[config.mk]
export PLATFORM = sky130hd
export DESIGN_NAME = wb_sprite_master_flat
export DESIGN_NICKNAME = d
export VERILOG_FILES = /design/src/rtl/wb_sprite_master_if.sv /design/src/rtl/wb_sprite_master.sv /design/src/flat_wrapper.sv
export SDC_FILE = /design/constraint.sdc
export NUM_CORES = 1
export LEC_CHECK = 0
export BUFFER_PORTS_ARGS = -buffer_cell sky130_fd_sc_hd__buf_2
export CELL_PAD_IN_SITES_DETAIL_PLACEMENT = 1
export CELL_PAD_IN_SITES_GLOBAL_PLACEMENT = 1
export CORE_ASPECT_RATIO = 1.2
export CORE_UTILIZATION = 40
export DETAILED_ROUTE_END_ITERATION = 7
export PLACE_DENSITY_LB_ADDON = 0.1
export SYNTH_ARGS = -nofsm -noshare
export SYNTH_HDL_FRONTEND = slang
export SYNTH_SLANG_ARGS = --single-unit
[constraint.sdc]
create_clock -name wb_clk_i -period 2.7 [get_ports wb_clk_i]
set_input_delay 0.27 -clock wb_clk_i [delete_from_list [all_inputs] [get_ports wb_clk_i]]
set_output_delay 0.27 -clock wb_clk_i [all_outputs]
set_load 0.05 [all_outputs]
[src/rtl/wb_sprite_master_if.sv]
// Wishbone classic link between the sprite-register write initiator and the
// vga_driver slave port.
interface wb_sprite_master_if;
    logic        wb_cyc_o;
    logic        wb_stb_o;
    logic        wb_we_o;
    logic [31:0] wb_adr_o;
    logic [31:0] wb_dat_o;
    logic [3:0]  wb_sel_o;
    logic        wb_ack_i;
    logic        wb_err_i;

    modport master (
        output wb_cyc_o, wb_stb_o, wb_we_o, wb_adr_o, wb_dat_o, wb_sel_o,
        input  wb_ack_i, wb_err_i
    );

    modport slave (
        input  wb_cyc_o, wb_stb_o, wb_we_o, wb_adr_o, wb_dat_o, wb_sel_o,
        output wb_ack_i, wb_err_i
    );
endinterface

[src/rtl/wb_sprite_master.sv]
// Buffered Wishbone single-write initiator for the VGA sprite register bank.
// Optional bus-cycle timeout enabled by defining WB_MASTER_TIMEOUT_EN.
module wb_sprite_master #(
    parameter int unsigned FIFO_DEPTH     = 4,
    parameter int unsigned TIMEOUT_CYCLES = 16,
    parameter logic [31:0] BASE_ADDR      = 32'h0
) (
    input  logic                wb_clk_i,
    input  logic                wb_rst_n_i,
    input  logic                req_valid_i,
    output logic                req_ready_o,
    input  logic [3:0]          req_idx_i,
    input  logic [31:0]         req_dat_i,
    input  logic [3:0]          req_sel_i,
    input  logic                flush_gate_i,
    wb_sprite_master_if.master  wb,
    output logic                busy_o,
    output logic                err_o,
    output logic [15:0]         done_count_o
);
    localparam int unsigned AW = $clog2(FIFO_DEPTH);

    if (FIFO_DEPTH < 2 || FIFO_DEPTH > 16 || (FIFO_DEPTH & (FIFO_DEPTH - 1)) != 0 ||
        TIMEOUT_CYCLES < 2 || TIMEOUT_CYCLES > 255) begin : g_cfg_check
        $error("wb_sprite_master: parameter out of range");
    end

    typedef struct packed {
        logic [3:0]  idx;
        logic [31:0] dat;
        logic [3:0]  sel;
    } req_t;

    typedef enum logic [1:0] {IDLE = 2'd0, CYCLE = 2'd1, GAP = 2'd2} state_t;

    state_t      state, state_n;
    req_t        mem [FIFO_DEPTH];
    req_t        head;
    logic [AW:0] wr_ptr, rd_ptr, wr_ptr_n, rd_ptr_n;
    logic        full, empty, push, pop;
    logic        launch, ack_done, abort, timeout;
    logic        cyc_q;

    // Pointers carry one extra wrap bit so full and empty are distinguishable.
    assign full        = (wr_ptr[AW] != rd_ptr[AW]) && (wr_ptr[AW-1:0] == rd_ptr[AW-1:0]);
    assign empty       = (wr_ptr == rd_ptr);
    assign req_ready_o = !full;
    assign push        = req_valid_i && !full;
    assign head        = mem[rd_ptr[AW-1:0]];
    assign pop         = ack_done || abort;
    assign wr_ptr_n    = push ? wr_ptr + (AW+1)'(1) : wr_ptr;
    assign rd_ptr_n    = pop  ? rd_ptr + (AW+1)'(1) : rd_ptr;

    always_ff @(posedge wb_clk_i) begin
        if (push) mem[wr_ptr[AW-1:0]] <= '{req_idx_i, req_dat_i, req_sel_i};
    end

`ifdef WB_MASTER_TIMEOUT_EN
    logic [7:0] to_cnt;

    always_ff @(posedge wb_clk_i or negedge wb_rst_n_i) begin
        if (!wb_rst_n_i)           to_cnt <= 8'd0;
        else if (launch)           to_cnt <= 8'd0;
        else if (state == CYCLE)   to_cnt <= to_cnt + 8'd1;
    end

    // Fires on the TIMEOUT_CYCLES-th clock edge spent in CYCLE.
    assign timeout = (state == CYCLE) && (to_cnt == 8'(TIMEOUT_CYCLES - 1));
`else
    assign timeout = 1'b0;
`endif

    always_comb begin
        state_n  = state;
        launch   = 1'b0;
        ack_done = 1'b0;
        abort    = 1'b0;
        unique case (state)
            IDLE: begin
                if (!empty && flush_gate_i) begin
                    launch  = 1'b1;
                    state_n = CYCLE;
                end
            end
            CYCLE: begin
                // Ack takes priority over a simultaneous error.
                if (wb.wb_ack_i) begin
                    ack_done = 1'b1;
                    state_n  = GAP;
                end else if (wb.wb_err_i || timeout) begin
                    abort   = 1'b1;
                    state_n = GAP;
                end
            end
            GAP:     state_n = IDLE;
            default: state_n = IDLE;
        endcase
    end

    always_ff @(posedge wb_clk_i or negedge wb_rst_n_i) begin
        if (!wb_rst_n_i) begin
            state        <= IDLE;
            wr_ptr       <= '0;
            rd_ptr       <= '0;
            cyc_q        <= 1'b0;
            wb.wb_adr_o  <= 32'd0;
            wb.wb_dat_o  <= 32'd0;
            wb.wb_sel_o  <= 4'd0;
            err_o        <= 1'b0;
            done_count_o <= 16'd0;
            busy_o       <= 1'b0;
        end else begin
            state  <= state_n;
            wr_ptr <= wr_ptr_n;
            rd_ptr <= rd_ptr_n;
            busy_o <= (wr_ptr_n != rd_ptr_n) || (state_n != IDLE);
            if (launch) begin
                cyc_q       <= 1'b1;
                wb.wb_adr_o <= BASE_ADDR + {26'd0, head.idx, 2'b00};
                wb.wb_dat_o <= head.dat;
                wb.wb_sel_o <= head.sel;
            end else if (pop) begin
                cyc_q <= 1'b0;
            end
            if (abort)    err_o        <= 1'b1;
            if (ack_done) done_count_o <= done_count_o + 16'd1;
        end
    end

    assign wb.wb_cyc_o = cyc_q;
    assign wb.wb_stb_o = cyc_q;
    assign wb.wb_we_o  = cyc_q;
endmodule

[src/flat_wrapper.sv]
// flat-port wrapper written by rule: the top's interface ports become plain ports
module wb_sprite_master_flat 
#(
    parameter int unsigned FIFO_DEPTH     = 4,
    parameter int unsigned TIMEOUT_CYCLES = 16,
    parameter logic [31:0] BASE_ADDR      = 32'h0
)
  (wb_clk_i, wb_rst_n_i, req_valid_i, req_ready_o, req_idx_i, req_dat_i, req_sel_i, flush_gate_i, busy_o, err_o, done_count_o, wb_wb_cyc_o, wb_wb_stb_o, wb_wb_we_o, wb_wb_adr_o, wb_wb_dat_o, wb_wb_sel_o, wb_wb_ack_i, wb_wb_err_i);
  wb_sprite_master_if wb_i ();
  input  logic wb_clk_i;
  input  logic wb_rst_n_i;
  input  logic req_valid_i;
  output logic req_ready_o;
  input  logic [3:0] req_idx_i;
  input  logic [31:0] req_dat_i;
  input  logic [3:0] req_sel_i;
  input  logic flush_gate_i;
  output logic busy_o;
  output logic err_o;
  output logic [15:0] done_count_o;
  output wire logic [$bits(wb_i.wb_cyc_o)-1:0] wb_wb_cyc_o;
  output wire logic [$bits(wb_i.wb_stb_o)-1:0] wb_wb_stb_o;
  output wire logic [$bits(wb_i.wb_we_o)-1:0] wb_wb_we_o;
  output wire logic [$bits(wb_i.wb_adr_o)-1:0] wb_wb_adr_o;
  output wire logic [$bits(wb_i.wb_dat_o)-1:0] wb_wb_dat_o;
  output wire logic [$bits(wb_i.wb_sel_o)-1:0] wb_wb_sel_o;
  input wire logic [$bits(wb_i.wb_ack_i)-1:0] wb_wb_ack_i;
  input wire logic [$bits(wb_i.wb_err_i)-1:0] wb_wb_err_i;
  assign wb_wb_cyc_o = wb_i.wb_cyc_o;
  assign wb_wb_stb_o = wb_i.wb_stb_o;
  assign wb_wb_we_o = wb_i.wb_we_o;
  assign wb_wb_adr_o = wb_i.wb_adr_o;
  assign wb_wb_dat_o = wb_i.wb_dat_o;
  assign wb_wb_sel_o = wb_i.wb_sel_o;
  assign wb_i.wb_ack_i = wb_wb_ack_i;
  assign wb_i.wb_err_i = wb_wb_err_i;
  wb_sprite_master #(.FIFO_DEPTH(FIFO_DEPTH), .TIMEOUT_CYCLES(TIMEOUT_CYCLES), .BASE_ADDR(BASE_ADDR)) u_core (.wb_clk_i(wb_clk_i), .wb_rst_n_i(wb_rst_n_i), .req_valid_i(req_valid_i), .req_ready_o(req_ready_o), .req_idx_i(req_idx_i), .req_dat_i(req_dat_i), .req_sel_i(req_sel_i), .flush_gate_i(flush_gate_i), .wb(wb_i), .busy_o(busy_o), .err_o(err_o), .done_count_o(done_count_o));
endmodule
==> run_results.csv <==
group,metric,value,unit
floorplan,rows,58,
synthesis,synth-seq-cells,227,
synthesis,synthFlopType,"edfxtp_1",
synthesis,synth_top_area_cell,"edfxtp_1",
cells_and_area,syn_to_final_growth,23.9,%
timing,finalHoldViolations,0,
critical_path,critical_path_arrival,1820,ps
timing,slew_headroom,55.5,%
floorplan,die_h,164,um
global_routing,grt_first_pass_wirelength,28000,um
cells_and_area,drive_above_1_share,38.5,%
power,p_sw_share,35.9,%
cells_and_area,nNetsFinal,668,
route,wl_per_cell,19.9,um
synthesis,synth-seq-area-share,74.0,%
power,p_leak,4.14,nW
synthesis,synth-edff-count,160,
synthesis,syn_area_per_cell,19.7,um^2
clock_network,cts_root_buf,"clkbuf_16",
power,seqPwrFrac,39.1,%
route,routed_via_density,4.88,
critical_path,reg2reg_setup_slack,680,ps
route,drt_pass1_iterations,4,
synthesis,async_flop_share,29.5,%
clock_network,cts_buffers,24,
power,switchingPower,4.77,mW
clock_network,clk_path_buf_depth,3,
global_routing,antenna_found_initial,0,
global_routing,use_met2,28.9,%
power,total_power,13.3,mW
global_routing,use_met3,2.96,%
route,drt_iter0_markers,168,
timing,finalSetupTns,0,ps
place,place_hpwl,11600,um
power,p_clk_share,23.6,%
power,p_per_area,1220,nW/um^2
clock_network,cts.reportedPaths.clkPinSlew,60,ps
cells_and_area,layout.cells.non_filler,903,
timing,rsz0062_at_grt,"false",
place,finalWeightedCongestion,0.735,
global_routing,grt_max_degree,44,
cells_and_area,antenna_cells,0,
timing,clock.fmax,479,MHz
hold_path,hold_class,"primary input to flop",
floorplan,core-area,21200,um^2
timing,fin_worst_skew,11.1,ps
route,ant_nets,0,
floorplan,dieArea,22500,um^2
timing,setup_viol,0,
global_routing,overflow,0,
synthesis,syn_area,8750,um^2
critical_path,startpoint_type,"flop",
critical_path,cp-end-kind,"primary output",
global_routing,grtUsageMet1,21.6,%
clock_network,insertion_delay,510,ps
power,p_int,8.52,mW
timing,drv_slew,0,
critical_path,crit_type,"flop to primary output",
timing,min_period,2090,ps
flow_run,cap_violations,0,
timing,worst_slew_pin_slew,668,ps
floorplan,boundaryPins,136,
power,comb_power_share,37.2,%
synthesis,yosys-top-cells-area,"edfxtp_1 (55%), dfrtp_1 (19%), mux4_2 (10%), mux2_2 (5.4%), buf_4 (2.6%)",
global_routing,grt_busiest_layer,"met2",
outcome,run_status,"finished, final reports clean",
critical_path,crit_path_max_fanout,4,
critical_path,critPathRequiredTime,2430,ps
route,drc,0,
synthesis,syn_inst,445,
place,dp_cells,820,
global_routing,grt_usage,16.7,%
synthesis,ys_types,34,
place,io_buffers,107,
synthesis,synth_warnings,0,
floorplan,die_width,137,um
timing,fin_crit_sh,77.3,%
cells_and_area,fillers,2012,
route,via_count,4404,
synthesis,synth_top_cell_area_share,54.9,%
global_routing,grt_pass1_vias,4842,
clock_network,cts_sinks,227,
clock_network,cts_tree,"done",
clock_network,cts-htree-levels,1,
power,peakVddDrop,663,uV
clock_network,cts_setup_buffers,0,
floorplan,start_util,41.3,%
route,wirelength,18000,um
-- synthesized netlist by cell type, types with 2 or more instances --
cell type	instances
nor3_1	5
buf_4	30
and3_1	2
xor2_1	9
nand2_1	14
and2_1	4
ha_1	6
xnor2_1	14
mux2_2	42
clkbuf_1	6
inv_1	6
mux4_2	40
nand3_1	6
buf_2	6
o21ai_0	2
dfrtp_1	67
edfxtp_1	160
nor2_1	9
a21oi_1	2
-- logic make-up (layout without fill, tap and decap cells) --
family                     count (synthesis)  count (layout)  synth area share, %
buffers and inverters                     50             211                 3.60
xor gates and xnor gates                  23              23                 2.30
muxes                                     83              83                 15.8
AOI/OAI and AO/OA                          9               9                0.800
adders and majority gates                  6               6                0.857
and+or+nand+nor                           46              46                 2.56
other                                      1              28               0.0428
DFF                                      227             227                 74.0
-- critical path, cell delays in order, from the launching register on --
cell and delay [ps]:
dfrtp_4 490, xor2_1 200, nor2_1 300, nand2_1 100, buf_2 230
-- registers in the layout, summed over array words and instances, names as in the netlist --
name / cells
u_core.err_o: 1
u_core.wb.wb_cyc_o: 1
u_core.wr_ptr: 3
u_core.rd_ptr: 3
u_core.busy_o: 1
u_core.done_count_o: 16
u_core.wb.wb_sel_o: 4
u_core.mem: 160
u_core.wb.wb_adr_o: 4
u_core.state: 2
u_core.wb.wb_dat_o: 32
-- worst paths after layout --
check	startpoint	endpoint	cells past startpoint
max in group asynchronous	wb_rst_n_i	u_core.wb.wb_sel_o[2]	3
hold reg to reg	u_core.err_o	u_core.err_o	1
setup reg to reg	u_core.rd_ptr[0]	u_core.busy_o	5
hold / removal	req_dat_i[4]	u_core.mem[3][8]	1
min in group asynchronous	wb_rst_n_i	u_core.done_count_o[11]	2
setup / recovery	u_core.rd_ptr[0]	req_ready_o	4
-- metal layers --
layer,wire length (um),share of wire (%)
met4,294,1.6
met1,7620,42
met5,0,0
met2,9290,52
met3,759,4.2
-- cell type report --
type	count	area, um^2	share of cell area (%)
Sequential cell	227	6490	59.8
Multi-Input combinational cell	195	2080	19.1
Timing Repair Buffer	162	1180	10.8
Clock buffer	32	652	6.01
Tap cell	270	338	3.11
Clock inverter	11	98.8	0.911
Inverter	6	22.5	0.208
-- timing repair --
action / CTS / global route
resized for setup: 0 / 0
hold buffers: 40 / 0
endpoints found under the setup margin: 0 / 0
hold endpoints to repair: 196 / 0
-- power groups by stage --
stage | Sequential [mW] | Clock, mW | Combinational (mW)
2_1_floorplan | 6.42 | 0 | 2.41
3_3_place_gp | 5.22 | 0 | 4.96
3_5_place_dp | 5.28 | 0 | 5.00
4_1_cts | 5.22 | 3.23 | 5.07
5_1_grt | 5.31 | 3.36 | 5.31
6_report | 5.20 | 3.14 | 4.95
-- cell usage in the layout (no fill, tap or decap), types with 2 or more instances in the layout --
cell / count
and2_2: 4
and3_1: 2
buf_12: 10
buf_2: 106
buf_4: 6
bufinv_16: 2
clkbuf_1: 7
clkbuf_16: 25
clkinv_1: 5
clkinv_2: 4
conb_1: 28
dfrtp_1: 65
dlygate4sd3_1: 40
edfxtp_1: 160
ha_1: 6
inv_1: 6
mux2_2: 42
mux4_2: 40
nand2_1: 14
nand3_1: 6
nor2_1: 9
nor3_1: 5
o21ai_0: 2
xnor2_1: 14
xor2_1: 9
-- per-stage QoR --
stage	area (um^2)	worst slack, ps	util, %	hold WS, ps
finish	10800	613	51.2	20.4
global route	10800	486	51.2	2.45
CTS	10800	564	51.2	3.12
detailed placement	9700	672	45.8	341
floorplan	8860	378	-	-25.6
global placement	9700	685	45.8	340
No activity file was read; power rests on OpenSTA's default activity.
